File: src/rtl/mem_arb_pkg.sv
// Shared types and defaults for the instruction/data memory arbiter.
// Round-robin conflict resolution is enabled with MEM_ARB_RR_EN.
package mem_arb_pkg;

    localparam int DEF_ADDR_W  = 32;
    localparam int DEF_DATA_W  = 32;
    localparam int DEF_TIMEOUT = 255;

    typedef enum logic [1:0] {
        ST_IDLE,
        ST_BUSY,
        ST_DONE
    } state_t;

    typedef enum logic {
        GNT_I,
        GNT_D
    } grant_t;

    // Fixed priority favours data; round-robin favours the port not served last.
    function automatic grant_t pick(
        input logic   ir,
        input logic   dr,
        input grant_t last,
        input logic   rr
    );
        if (ir && dr) begin
            if (rr) return (last == GNT_I) ? GNT_D : GNT_I;
            return GNT_D;
        end
        return dr ? GNT_D : GNT_I;
    endfunction

endpackage

File: src/rtl/mem_arb_timer.sv
// Acknowledge-wait counter for the memory arbiter; saturates at TIMEOUT.
// expired flags the enabled cycle in which the count reaches TIMEOUT.
module mem_arb_timer
    import mem_arb_pkg::*;
#(
    parameter int TIMEOUT = DEF_TIMEOUT
) (
    input  logic clk,
    input  logic n_reset,
    input  logic clear,
    input  logic enable,
    output logic expired
);

    localparam int CW = (TIMEOUT < 1) ? 1 : $clog2(TIMEOUT + 1);
    localparam logic [CW-1:0] TOP   = CW'(TIMEOUT);
    localparam logic [CW:0]   LIMIT = (CW + 1)'(TIMEOUT);
    localparam logic [CW:0]   ONE   = (CW + 1)'(1);

    logic [CW-1:0] count;

    always_ff @(posedge clk or negedge n_reset) begin
        if (!n_reset) begin
            count <= '0;
        end else if (clear) begin
            count <= '0;
        end else if (enable && count != TOP) begin
            count <= count + 1'b1;
        end
    end

    assign expired = enable && (({1'b0, count} + ONE) == LIMIT);

endmodule

File: src/rtl/mem_arbiter.sv
// Two-port (fetch / data) arbiter for the single memory req/ack port.
// Define MEM_ARB_RR_EN to alternate grants on simultaneous requests.
module mem_arbiter
    import mem_arb_pkg::*;
#(
    parameter int ADDR_W  = DEF_ADDR_W,
    parameter int DATA_W  = DEF_DATA_W,
    parameter int TIMEOUT = DEF_TIMEOUT
) (
    input  logic              clk,
    input  logic              n_reset,
    input  logic              i_req,
    input  logic [ADDR_W-1:0] i_addr,
    output logic [DATA_W-1:0] i_rdata,
    output logic              i_done,
    output logic              i_err,
    input  logic              d_req,
    input  logic              d_we,
    input  logic [ADDR_W-1:0] d_addr,
    input  logic [DATA_W-1:0] d_wdata,
    output logic [DATA_W-1:0] d_rdata,
    output logic              d_done,
    output logic              d_err,
    output logic              m_req,
    output logic              m_we,
    output logic [ADDR_W-1:0] m_addr,
    output logic [DATA_W-1:0] m_wdata,
    input  logic [DATA_W-1:0] m_rdata,
    input  logic              m_ack
);

    state_t state;
    state_t state_next;
    grant_t grant;
    grant_t win;
    logic   expired;

    // grant doubles as the last-grant history when round-robin is built in
`ifdef MEM_ARB_RR_EN
    assign win = pick(i_req, d_req, grant, 1'b1);
`else
    assign win = pick(i_req, d_req, grant, 1'b0);
`endif

    mem_arb_timer #(
        .TIMEOUT (TIMEOUT)
    ) u_timer (
        .clk     (clk),
        .n_reset (n_reset),
        .clear   (state == ST_IDLE),
        .enable  (state == ST_BUSY),
        .expired (expired)
    );

    always_ff @(posedge clk or negedge n_reset) begin
        if (!n_reset) state <= ST_IDLE;
        else          state <= state_next;
    end

    always_comb begin
        state_next = state;
        unique case (state)
            ST_IDLE: if (i_req || d_req)   state_next = ST_BUSY;
            ST_BUSY: if (m_ack || expired) state_next = ST_DONE;
            ST_DONE:                       state_next = ST_IDLE;
            default:                       state_next = ST_IDLE;
        endcase
    end

    always_comb begin
        i_done = 1'b0;
        d_done = 1'b0;
        if (state == ST_DONE) begin
            i_done = (grant == GNT_I);
            d_done = (grant == GNT_D);
        end
    end

    always_ff @(posedge clk or negedge n_reset) begin
        if (!n_reset) begin
            grant   <= GNT_I;
            m_req   <= 1'b0;
            m_we    <= 1'b0;
            m_addr  <= '0;
            m_wdata <= '0;
            i_rdata <= '0;
            d_rdata <= '0;
            i_err   <= 1'b0;
            d_err   <= 1'b0;
        end else begin
            unique case (state)
                ST_IDLE: begin
                    if (i_req || d_req) begin
                        grant <= win;
                        m_req <= 1'b1;
                        if (win == GNT_D) begin
                            m_we    <= d_we;
                            m_addr  <= d_addr;
                            m_wdata <= d_wdata;
                        end else begin
                            m_we    <= 1'b0;
                            m_addr  <= i_addr;
                        end
                    end
                end
                ST_BUSY: begin
                    if (m_ack) begin
                        m_req <= 1'b0;
                        if (!m_we) begin
                            if (grant == GNT_I) i_rdata <= m_rdata;
                            else                d_rdata <= m_rdata;
                        end
                    end else if (expired) begin
                        m_req <= 1'b0;
                        if (grant == GNT_I) begin
                            i_err   <= 1'b1;
                            i_rdata <= '0;
                        end else begin
                            d_err <= 1'b1;
                            // a store never touches the load-data register
                            if (!m_we) d_rdata <= '0;
                        end
                    end
                end
                ST_DONE: begin
                    i_err <= 1'b0;
                    d_err <= 1'b0;
                end
                default: ;
            endcase
        end
    end

endmodule

File: config.mk
export PLATFORM = sky130hd
export DESIGN_NAME = mem_arbiter
export DESIGN_NICKNAME = d
export VERILOG_FILES = /design/src/rtl/mem_arb_pkg.sv /design/src/rtl/mem_arb_timer.sv /design/src/rtl/mem_arbiter.sv
export SDC_FILE = /design/constraint.sdc
export NUM_CORES = 1
export LEC_CHECK = 0
export ABC_AREA = 1
export CAP_MARGIN = 30
export CORE_ASPECT_RATIO = 1.4
export CORE_MARGIN = 2
export CORE_UTILIZATION = 32
export CTS_BUF_LIST = sky130_fd_sc_hd__clkbuf_4
export DETAILED_ROUTE_END_ITERATION = 8
export GPL_TIMING_DRIVEN = 0
export SYNTH_ARGS = -nofsm -noshare
export SYNTH_HDL_FRONTEND = slang
export SYNTH_HIERARCHICAL = 1
export SYNTH_SLANG_ARGS = --single-unit
File: constraint.sdc
create_clock -name clk -period 5.3 [get_ports clk]
set_input_delay 1.06 -clock clk [delete_from_list [all_inputs] [get_ports clk]]
set_output_delay 1.06 -clock clk [all_outputs]
set_load 0.005 [all_outputs]
# Yosys cells after proc, flatten, opt, wreduce, memory -nomap -nowiden
# Index checks and enable logic that the tools add are counted.
# totals
output_inout_bits	134
reg_bits	143
# op_classes
muxes	36
n_reduce_logical	18
addsub	2
n_bitwise	1
n_eq_ne	13
# op_table
op	n
$mux 32	12
$mux 1	16
$mux 8	2
$ne 2x2->1 const B	8
$reduce_and 4->1	3
$add 8x1->9 const B	1
$eq 9x8->1 const B	1
$add 8x1->8 const B	1
$ne 8x8->1 const B	1
$reduce_bool 2->1	4
$pmux 1 s2	3
$reduce_and 3->1	2
$reduce_and 5->1	1
$mux 2	2
$pmux 2 s2	1
$reduce_and 2->1	2
$logic_and 1x1->1	3
$ne 3x3->1 const B	1
$eq 2x1->1 const B	1
$eq 2x2->1 const B	1
$logic_not 2->1	1
$logic_or 1x1->1	2
$not 1->1	1

# Depth between registers and ports, before layout
# logic_depth
ltp_word	6
ltp_mapped	14

# Hierarchy
# The synthesis kept the hierarchy.
# modules_own_cells
mod	area_each_um2	cells_per_inst	n_inst
mem_arbiter	6048.3	760	1
mem_arb_timer	551.8	82	1

# Least setup slack after synthesis
# Ideal clock, no wire load.
# synth_timing
path_type	register to register
startpoint	register u_timer.count[1]
endpoint	register i_rdata[0]
period_less_slack_ns	1.991
t_arrival_ns	1.874
path_stages_with_launch	15
slack_ns	3.309
required_ns	5.184
path_cell_list	dfrtp_1 -> ha_1 -> nand2_2 -> inv_1 -> nor2_1 -> nand2_1 -> nor2_1 -> nand3_1 -> nor2_1 -> nor2_4 -> nor2_4 -> nand2_2 -> buf_6 -> nand2_1 -> nand2_1
# synth_via
elab_chain_len	5
# synth_lines
element	line	text
start, declared	mem_arb_timer.sv:20	logic [CW-1:0] count;
start signal, assigned	mem_arb_timer.sv:28	count <= count + 1'b1;
$add 8x1->9	mem_arb_timer.sv:32	assign expired = enable && (({1'b0, count} + ONE) == LIMIT);
$eq 9x8->1	mem_arb_timer.sv:32	
$logic_and 1x1->1	mem_arb_timer.sv:32	
named net expired	mem_arbiter.sv:36	logic expired;
$reduce_bool 2->1 (no source line)	n/a	
$reduce_and 4->1 (no source line)	n/a	
end signal, assigned	mem_arbiter.sv:110	if (grant == GNT_I) i_rdata <= m_rdata;
end, declared	mem_arbiter.sv:14	output logic [DATA_W-1:0] i_rdata,
# The timed path passes the listed nets, and every way through them passes these cells.
# A chain may end at the register's enable or synchronous reset.

# Worst setup path in the final report
# layout_timing
startpoint	register state[1]
endpoint	output port d_done
# layout_via
elab_chain_len	2
# layout_lines
element	line	text
start, declared	mem_arbiter.sv:32	state_t state;
start signal, assigned	mem_arbiter.sv:57	else state <= state_next;
$eq 2x2->1	mem_arbiter.sv:73	if (state == ST_DONE) begin
$mux 1	mem_arbiter.sv:73	
end, declared	mem_arbiter.sv:22	output logic d_done,
# No other way between the ends.

==> out/results.txt <==
Fin area - 9950 um^2
Sequential share of power - 0.378
Drt wl/cell - 14.9 um
Vias/cell - 4.54
Multi-input logic area - 2470 um^2
Wire length of the first global-routing pass - 34.0 mm
GRT Total Usage - 0.196
Gate power share - 0.445
Drt total wl - 20.8 mm
Hpwl dp - 15.8 mm
Nets@finish - 1263
# resized after CTS - 0
Crit-path cells - inv_1 -> nor2_1 -> inv_1 -> nor2_1 -> clkdlybuf4s50_1
Die W - 125 um
Syn Nets - 978
Switching pwr - 0.00171 W
Pin count of the biggest net entering global routing - 83
IO Pins - 268
Hold_buf cts - 0
Antenna violations before repair - 1
Cell Pwr Density - 483 nW/um^2
Tot Pwr - 0.00481 W
Synth unique cells - 24
Clock sink count - 143
CP max FO - 4
Post-Syn Area - 6600 um^2
Commonest non-fill, non-tap cell in the layout - nand2_1
Worst path slowest cell - clkdlybuf4s50_1
Die area - 21800 um^2
Internal - 0.00309 W
Worst slack at placement - 2.81 ns
Share of cells above drive strength 1 - 0.0798
Worst hold path type - flip-flop to flip-flop
Final design utilization - 0.488
Layout Skew - 0.0212 ns
Status - finished clean
Leak - 5.13 nW
Synthesis-stage register bit count - 143
Number of buffers created by CTS - 17
Drt first pass iters - 4
Endpoints failing setup - 0
Dpl cell area - 9600 um^2
Worst setup EP type - output port
Data required, critical path - 4.24 ns
Syn. warnings - 6
Post-CTS Setup Inserts - 0
Largest vdd supply drop - 191 uV
# Max-Cap Violations - 0
Vias in the first global route - 6487
Setup WS post-layout - 2.40 ns
Unrepaired setup endpoints after global routing - false
Via count - 6344
Core Area - 20400 um^2
Minimum clock period - 2.90 ns
DR iter-0 viols - 263
Area Overhead vs Synth - 50.8%
Final Max Slew Viols - 0
Site Rows - 62
Starting Density - 0.324
H-tree Lvls - 4
Slew Limit Headroom - 0.480
Share of the clock period used by the worst path - 0.548
Switching share of total power - 0.357
Port Buffers - 265
Hold Vio Cnt, Final - 0
Critical path arrival - 1.84 ns
Fillers - 2067
Fmax - 344 MHz
Biggest cell delay along the critical path - 0.54 ns
Critical path launch point type - flip-flop
Gpl congestion - 0.832
TritonCTS clock tree - yes
Least-Margin Pin Slew - 0.780 ns
Later-pin clock latency in the skew report - 0.55 ns
Sequential share of the synthesized area - 0.542
Reg area - 3580 um^2
ANT nets after route - 0
Crit path kind - flip-flop to output port
Setup TNS - 0 ns
Die height - 174 um
Avg Inst Size Synth - 7.84 um^2
Clk pwr share - 0.178
Most frequent cells in the layout - nand2_1 (385), clkdlybuf4s50_1 (264), dfrtp_1 (143), nand3_1 (111), inv_1 (77)
Maximum clock insertion buffer count - 2
Cells after Synth - 842
Crit path buffers/inverters - 3
Worst path top cell family by delay - buffers and inverters
Clk slew on worst S/H paths - 0.13 ns
Flop2flop setup slack - 2.93 ns
CTS root buf - clkbuf_4
GRT overflow - 0
Post-route DRC - 0
==> cell type report <==
cell class                 instances  area share
clock inverter                    14      0.0215
clock buffer                      18      0.0136
tap                              256      0.0322
inverter                          80      0.0302
antenna                            1    0.000251
timing repair buffer             266       0.269
sequential                       143       0.360
multi-input combinational        574       0.248
buffer                            45      0.0256
==> path summary, 6_finish.rpt <==
check,depth (start not counted),to,start
min in group asynchronous,1,i_rdata[1],n_reset
max,5,d_done,state[1]
max in group asynchronous,2,m_wdata[26],n_reset
min,2,m_wdata[9],m_wdata[9]
min reg2reg,2,m_wdata[9],m_wdata[9]
max reg2reg,14,i_rdata[10],u_timer/count[1]
==> worst min-delay path, stage by stage (launching register included) <==
cell	delay, ns
dfrtp_1	0.36
nand2_1	0.05
nand2_1	0.05
==> stage by stage <==
| stage | std cells | hold WS, ns |
|---|---|---|
| after CTS | 1396 | 0.488 |
| after floorplan | 842 | 0.465 |
| after global routing | 1397 | 0.511 |
| after global placement | 1363 | 0.453 |
| after detailed placement | 1364 | 0.457 |
| final | 1397 | 0.483 |
==> power by group through the flow <==
stage	sequential (W)	combinational [W]	clock, W
finish	0.00181	0.00214	0.000854
global placement	0.00182	0.00216	0
floorplan	0.00184	0.000819	0
CTS	0.00182	0.00218	0.000884
global route	0.00188	0.00238	0.000926
detailed placement	0.00183	0.00218	0
==> cells in the mapped netlist <==
library cell,number,area [um^2]
nand2_1,385,1450
dfrtp_1,143,3580
nand3_1,111,556
inv_1,77,289
o21ai_0,36,180
buf_2,33,165
nor2_1,14,52.6
buf_6,6,67.6
clkbuf_1,6,22.5
nand2_2,6,37.5
nor2_4,6,67.6
o21ai_1,5,25.0
ha_1,2,25.0
inv_2,2,7.51
a21oi_1,1,5.00
a21oi_2,1,8.76
a21oi_4,1,16.3
clkinv_1,1,3.75
nand2_4,1,11.3
nand3b_1,1,7.51
nand4_1,1,6.26
nor2_2,1,6.26
o21ai_2,1,8.76
o21bai_1,1,7.51
==> layer usage <==
layer | wire length (um) | track usage | vias up | part of all wire
li1 | - | - | 3175 | -
met1 | 8230 | 0.224 | 2921 | 0.40
met2 | 10700 | 0.351 | 224 | 0.51
met3 | 1500 | 0.0659 | 24 | 0.072
met4 | 378 | 0.0500 | 0 | 0.018
met5 | 0 | 0 | - | 0
==> state kept, by name, summed over array words and instances (netlist names) <==
name           count
d_rdata           32
m_wdata           32
d_err              1
i_err              1
m_req              1
state              2
m_addr            32
m_we               1
grant              1
u_timer/count      8
i_rdata           32
==> cells by family after synthesis <==
logic type | share of synthesized area
flops | 0.542
buf+inv | 0.0842
fa+ha+maj | 0.00379
simple gates | 0.332
compound gates | 0.0381
No activity file was read; power rests on OpenSTA's default activity.
